$ cat config.mk
export PLATFORM = sky130hd
export DESIGN_NAME = crc32_stream
export DESIGN_NICKNAME = d
export VERILOG_FILES = /design/src/rtl/crc32_pkg.sv /design/src/rtl/crc32_byte_step.sv /design/src/rtl/crc32_stream.sv
export SDC_FILE = /design/constraint.sdc
export NUM_CORES = 1
export LEC_CHECK = 0
export CORE_AREA = 3 3 99 101
export DETAILED_ROUTE_END_ITERATION = 6
export DIE_AREA = 0 0 102 104
export GPL_TIMING_DRIVEN = 0
export PLACE_DENSITY = 0.76
export SLEW_MARGIN = 20
export SYNTH_ARGS = -nofsm -noshare
export SYNTH_HDL_FRONTEND = slang
export SYNTH_SLANG_ARGS = --single-unit
$ cat constraint.sdc
create_clock -name clk -period 3.4 [get_ports clk]
set_clock_uncertainty 0.2 [all_clocks]
set_input_delay 0.68 -clock clk [delete_from_list [all_inputs] [get_ports clk]]
set_output_delay 0.68 -clock clk [all_outputs]
set_load 0.02 [all_outputs]
$ cat src/rtl/crc32_pkg.sv
// Shared constants and state type for the reflected CRC-32 stream block.
package crc32_pkg;

  localparam logic [31:0] CRC32_POLY    = 32'hEDB8_8320;
  localparam logic [31:0] CRC32_INIT    = 32'hFFFF_FFFF;
  localparam logic [31:0] CRC32_XOROUT  = 32'hFFFF_FFFF;
  localparam logic [31:0] CRC32_RESIDUE = 32'hDEBB_20E3;

  typedef enum logic {
    ST_IDLE     = 1'b0,
    ST_IN_FRAME = 1'b1
  } crc_state_e;

endpackage

$ cat src/rtl/crc32_byte_step.sv
// Combinational update of a reflected CRC-32 register by one byte, LSB first.
module crc32_byte_step
  import crc32_pkg::*;
(
  input  logic [31:0] i_crc,
  input  logic [7:0]  i_byte,
  output logic [31:0] o_crc
);

  always_comb begin
    logic [31:0] v_crc;
    v_crc = i_crc;
    for (int b = 0; b < 8; b++) begin
      v_crc = (v_crc >> 1) ^ (CRC32_POLY & {32{v_crc[0] ^ i_byte[b]}});
    end
    o_crc = v_crc;
  end

endmodule

$ cat src/rtl/crc32_stream.sv
// Streaming CRC-32 (Ethernet FCS) generator/checker, DATA_BYTES bytes per beat,
// with frame and error counters.
module crc32_stream
  import crc32_pkg::*;
#(
  parameter int DATA_BYTES = 1,
  parameter int CHECK_MODE = 0,
  parameter int CNT_W      = 16
) (
  input  logic                          clk,
  input  logic                          reset,
  input  logic                          in_valid,
  input  logic                          in_sop,
  input  logic                          in_eop,
  input  logic [8*DATA_BYTES-1:0]       in_data,
  input  logic [$clog2(DATA_BYTES):0]   in_nbytes,
  input  logic                          in_abort,
  output logic                          fcs_valid,
  output logic [31:0]                   fcs_value,
  output logic                          fcs_ok,
  output logic [CNT_W-1:0]              frame_cnt,
  output logic [CNT_W-1:0]              err_cnt
);

  crc_state_e       r_state;
  logic [31:0]      r_crc;
  logic             r_fcs_valid;
  logic [31:0]      r_fcs_value;
  logic             r_fcs_ok;
  logic [CNT_W-1:0] r_frame_cnt;
  logic [CNT_W-1:0] r_err_cnt;

  logic [31:0] w_seed;
  logic [31:0] w_taps [DATA_BYTES];
  logic [31:0] w_crc_next;
  logic        w_accept;
  logic        w_done;
  logic        w_match;

  // A sop beat always restarts from the initial value, even mid-frame.
  assign w_seed   = in_sop ? CRC32_INIT : r_crc;
  assign w_accept = in_valid && !in_abort && (in_sop || (r_state == ST_IN_FRAME));
  assign w_done   = w_accept && in_eop;

  genvar g;
  for (g = 0; g < DATA_BYTES; g++) begin : g_step
    logic [31:0] w_in;
    logic [31:0] w_out;
    if (g == 0) begin : g_first
      assign w_in = w_seed;
    end else begin : g_next
      assign w_in = g_step[g-1].w_out;
    end
    crc32_byte_step u_step (
      .i_crc  (w_in),
      .i_byte (in_data[8*g +: 8]),
      .o_crc  (w_out)
    );
    assign w_taps[g] = w_out;
  end

  // Tap select: full beat unless eop carries a legal partial count.
  always_comb begin
    int v_n;
    v_n = DATA_BYTES;
    if (in_eop && (int'(in_nbytes) >= 1) && (int'(in_nbytes) <= DATA_BYTES))
      v_n = int'(in_nbytes);
    w_crc_next = w_taps[DATA_BYTES-1];
    for (int k = 0; k < DATA_BYTES; k++) begin
      if (v_n == k + 1) w_crc_next = w_taps[k];
    end
  end

  assign w_match = (w_crc_next == CRC32_RESIDUE);

  always_ff @(posedge clk or posedge reset) begin
    if (reset) begin
      r_state     <= ST_IDLE;
      r_crc       <= CRC32_INIT;
      r_fcs_valid <= 1'b0;
      r_fcs_value <= 32'h0;
      r_fcs_ok    <= 1'b0;
      r_frame_cnt <= '0;
      r_err_cnt   <= '0;
    end else begin
      r_fcs_valid <= w_done;
      if (in_abort) begin
        r_state <= ST_IDLE;
      end else if (w_accept) begin
        r_crc   <= w_crc_next;
        r_state <= in_eop ? ST_IDLE : ST_IN_FRAME;
      end
      if (w_done) begin
        r_fcs_value <= w_crc_next ^ CRC32_XOROUT;
        r_fcs_ok    <= (CHECK_MODE != 0) && w_match;
        if (r_frame_cnt != '1) r_frame_cnt <= r_frame_cnt + 1'b1;
        if ((CHECK_MODE != 0) && !w_match && (r_err_cnt != '1))
          r_err_cnt <= r_err_cnt + 1'b1;
      end
    end
  end

  assign fcs_valid = r_fcs_valid;
  assign fcs_value = r_fcs_value;
  assign fcs_ok    = r_fcs_ok;
  assign frame_cnt = r_frame_cnt;
  assign err_cnt   = r_err_cnt;

endmodule

# --- Yosys cells after proc, flatten, opt, wreduce, memory -nomap -nowiden ---
# Index checks and enable logic that the tools add are counted.
op_classes:
  n_lt_le_gt_ge: 0
  bitwise_logic: 18
  shifts: 0
  eq_ne: 1
  div: 0
  multipliers: 0
  addsub: 1
  reduce_logical: 8
  n_mux: 4
ops:
  columns: ["operator", "count"]
  rows:
  - ["$xor A31 B32 Y32", 8]
  - ["$mux W32", 1]
  - ["$not A32 Y32", 1]
  - ["$add A16 B1 Y16 const B", 1]
  - ["$ne A16 B16 Y1 const B", 1]
  - ["$xor A1 B1 Y1", 8]
  - ["$reduce_and A2 Y1", 2]
  - ["$logic_and A1 B1 Y1", 3]
  - ["$mux W1", 3]
  - ["$reduce_bool A2 Y1", 1]
  - ["$logic_not A1 Y1", 1]
  - ["$logic_or A1 B1 Y1", 1]
  - ["$not A1 Y1", 1]
word_totals:
  rom_bits: 0
  mem_count: 0
  output_inout_bits: 66
  word_cells: 37
  ramBits: 0
  in_bits: 15
  latchBits: 0
  reg_bits: 82

# --- Depth between registers and ports, before layout ---
logic_depth:
  word_depth: 18
  depth_mapped: 8
  ltp_nobuf: 7

# --- Modules after synthesis ---
# A second synthesis with hierarchy kept.
hier_totals:
  cells_unflattened: 368
  hier_area_um2: 4541.9
by_module_without_submodules:
  columns: ["module", "instances", "seq_area_each_um2", "cells_per_inst", "area_per_inst_um2"]
  rows:
  - ["crc32_stream", 1, 2092.0, 302, 3572.2]
  - ["crc32_byte_step", 1, 0.0, 66, 969.7]

# --- Worst setup path after synthesis ---
# No wires, ideal clock.
synth_timing:
  path_kind: "input to register"
  from: "input in_data[2]"
  to: "register r_fcs_value[22], in the netlist fcs_value[22]"
  slack_ns: 0.987
  arrival_ns: 2.088
  required_time_ns: 3.075
  path_buffers: 1
  setup_ns: 0.125
  cell_stages: 6
  cell_sequence: "buf_6 > xor2_1 > xnor2_2 > xnor3_2 > xnor2_1 > mux2_2"
synth_between:
  elab_chain_cells: 8
synth_rtl:
  columns: ["item", "line_no", "rtl"]
  rows:
  - ["from (decl)", "crc32_stream.sv:15", "input logic [8*DATA_BYTES-1:0] in_data,"]
  - ["$xor A1 B1 Y1", "crc32_byte_step.sv:14", "v_crc = (v_crc >> 1) ^ (CRC32_POLY & {32{v_crc[0] ^ i_byte[b]}});"]
  - ["$xor A31 B32 Y32 (6 in series)", "crc32_byte_step.sv:14", null]
  - ["$not A32 Y32 (no source line)", null, null]
  - ["to (signal assigned)", "crc32_stream.sv:94", "r_fcs_value <= w_crc_next ^ CRC32_XOROUT;"]
  - ["to (decl)", "crc32_stream.sv:28", "logic [31:0] r_fcs_value;"]
# Every way passes these cells.
# A chain may end at the register's enable or synchronous reset.

# --- Final worst setup path ---
layout_timing:
  from: "input in_data[5]"
  to: "register r_fcs_value[19], in the netlist fcs_value[19]"
layout_between:
  elab_chain_cells: 5
layout_rtl:
  columns: ["item", "line_no"]
  rows:
  - ["$xor A1 B1 Y1", "crc32_byte_step.sv:14"]
  - ["$xor A31 B32 Y32 (3 in series)", "crc32_byte_step.sv:14"]
  - ["$not A32 Y32 (no source line)", null]
# Every way passes these cells.

==> results.md <==
- DP HPWL: 7480 um
- # rows: 35
- Final hold vios: 0
- Min-Delay Path Depth: 2
- DR WL/cell: around 16 um
- Placed insts: 612
- Cts hold-fix bufs: 0
- PostCTS Resize Cnt: 0
- Worst R2R Setup Slack: roughly 0.75 ns
- Number of synthesized flops with an enable pin: 0
- Commonest cells in the synthesized netlist: xnor2_1 (76), nand2_1 (57), dfrtp_1 (50)
- Min Tclk post-route: 2.88 ns
- Netlist cell types: 30
- Pre-Repair DR Iteration Count: 4
- Top-count cell post-synth: xnor2_1
- Cell taking the most area after synthesis: dfrtp_1
- Worst-margin pin slew: 0.755 ns
- Worst R2R End: fcs_value[19]
- # diodes: 0
- Grt ovf: 0
- Max transition margin: roughly half
- Die area: between 10000 and 15000 um2
- Crit path DAT: between 2 and 3 ns
- RSZ-0062 raised after global routing: false
- Non-filler cells, final: approximately 630
- Via density: between 5 and 6
- Initial Utilization: 49.3%
- Total CTS buffers: 9
- Area growth syn-to-layout: 23.2%
- LEAKAGE: between 0.002 and 0.0025 uW
- # DRC: 0
- Critical path startpoint: in_data[5]
- Design area: around 5500 um2
- Clock Sink Count: 82
- Critical path destination: fcs_value[19]
- Worst setup margin: around 0.52 ns
- Synth Flop Type: dfrtp_1
- Die Height: 104 um
- Max Slew Vio Count: 0
- DRT Wirelength: roughly 10000 um
- Reg2reg path depth: 6
- Worst slack, placed: about 0.24 ns
- Top cell type's share of synthesized area: 27.9%
- Placer Congestion: ~0.85
- Max Cap Viol: 0
- Synth Register Bits: 82
- Clk buf depth: 2
- Data required, critical path: approximately 3.4 ns
- Util after Layout: 60.7%
- Synth Cell Area: between 4000 and 5000 um2
- Mapped Cells: around 430
- Final ANT Viol Nets: 0
- First-pass GRT wire length: roughly 17000 um
- Initial antenna violation count: 0
- Avg Inst Size Synth: between 10 and 15 um2
- H-tree levels: 3
- Crit Path Max Fanout: 4
- Initial drt markers: ~170
- Endpoint class of the critical path: register
- Port bufs: 59
- Clock-pin slew on the worst setup and hold paths: 0.08 ns
- Final setup fails: 0
- RR Startpoint: r_crc[5]
- Layout net count: between 500 and 600
- Clk root buf: clkbuf_8
- Largest net degree at the start of global routing: 53
- Core area: 9110 um2
- Share of post-route cells with drive strength above 1: a little under a quarter
- CTS tree: yes
- Synth warnings: 16
- WS Path Type: in -> reg
- Largest cells by area after synthesis: dfrtp_1 (28%), dfstp_2 (19%), xnor2_1 (15%), mux2_2 (6.8%), xor2_1 (5.5%)
- Ys async rst share: 100%
- Die X: 102 um
- Fmax: ~350 MHz
- Status: completed
- Fin crit share: between 80% and 90%
- Setup Total Neg Slack: 0 ns
- Area post-placement: between 5000 and 6000 um2
- I/O Pins: between 80 and 90
- Worst min path class: reg -> reg
- Clk_lat worst skew: about 0.36 ns
- Total track usage: about a fifth
- Seq/Total Area, Yosys: 46.6%
- Post-CTS Setup Bufs: 0
- Worst setup SP type: input pin
- Pwr/cell area: about 1000 nW/um2
- Vias in the first global route: ~3.2k
- Max VDD drop: between 0.5 and 0.6 mV
- Via count: approximately 3.1k
registers in the layout, indices dropped and copies added, names as in the netlist:
signal	flops
r_state	1
r_crc	32
fcs_valid	1
fcs_value	32
frame_cnt	16
per-stage QoR:
step,hold slack (ns),power (uW)
after floorplan,0.258,3840
after global placement,0.265,4700
after detailed placement,0.267,4770
after CTS,0.287,5600
after global routing,0.304,5930
final,0.283,5570
how the worst min path moves through the flow:
stage                    endpoint  slack [ns]           from
finish                  r_crc[14]        0.28      r_crc[14]
global route            r_crc[14]        0.30      r_crc[14]
CTS                     r_crc[24]        0.29      r_crc[24]
detailed placement  fcs_value[31]        0.27  fcs_value[31]
global placement    fcs_value[11]        0.26  fcs_value[11]
floorplan               r_crc[26]        0.26      r_crc[26]
worst max-delay path, stage by stage:
cell	delay [ns]
clkdlybuf4s50_1	0.48
xnor2_1	0.66
xnor3_1	0.42
xor2_1	0.20
xnor2_1	0.19
mux2_2	0.28
placed cells by master (no fill, tap or decap), types with 21 or more instances in the layout:
master	count
dfrtp_1	50
xor2_1	28
buf_4	21
clkdlybuf4s50_1	59
mux2_2	27
xnor2_1	76
dfstp_2	32
nand2_1	57
o21ai_0	33
nor2_1	43
layer usage:
metal / share of wire [%] / GRT usage [%] / vias up
li1: - / - / 1496
met1: 44 / 29.3 / 1537
met2: 49 / 32.5 / 99
met3: 5.5 / 3.89 / 13
met4: 1.5 / 6.00 / 0
met5: 0 / 0 / -
cell families (layout without fill, tap and decap cells):
| logic type | Yosys count | count (layout) | synth area share [%] |
|---|---|---|---|
| AND/OR/NAND/NOR | 116 | 116 | 10.4 |
| XOR/XNOR | 116 | 116 | 25.2 |
| multiplexers | 27 | 27 | 6.77 |
| buffers and inverters | 45 | 121 | 6.02 |
| AO/OA/AOI/OAI | 37 | 37 | 4.65 |
| other | 1 | 17 | 0.0835 |
| adder cells (fa/ha/maj) | 1 | 1 | 0.279 |
| flip-flops | 82 | 82 | 46.6 |
power breakdown:
part | internal, uW | total (uW) | switching [uW]
clock network | 419 | 796 | 378
registers | 1510 | 1760 | 253
logic | 1430 | 3020 | 1590
total | 3350 | 5570 | 2220
final cells by class:
| type | instances | area (um2) |
|---|---|---|
| well taps | 111 | 139 |
| clock buffers | 9 | 124 |
| multi-input cells | 314 | 2190 |
| flip-flops and latches | 82 | 2090 |
| clock inverters | 7 | 98.8 |
| repair buffers | 60 | 618 |
| plain buffers | 40 | 251 |
| inverters | 5 | 21.3 |
| fillers | 763 | 3580 |
Power figures use the tool's default switching activity.
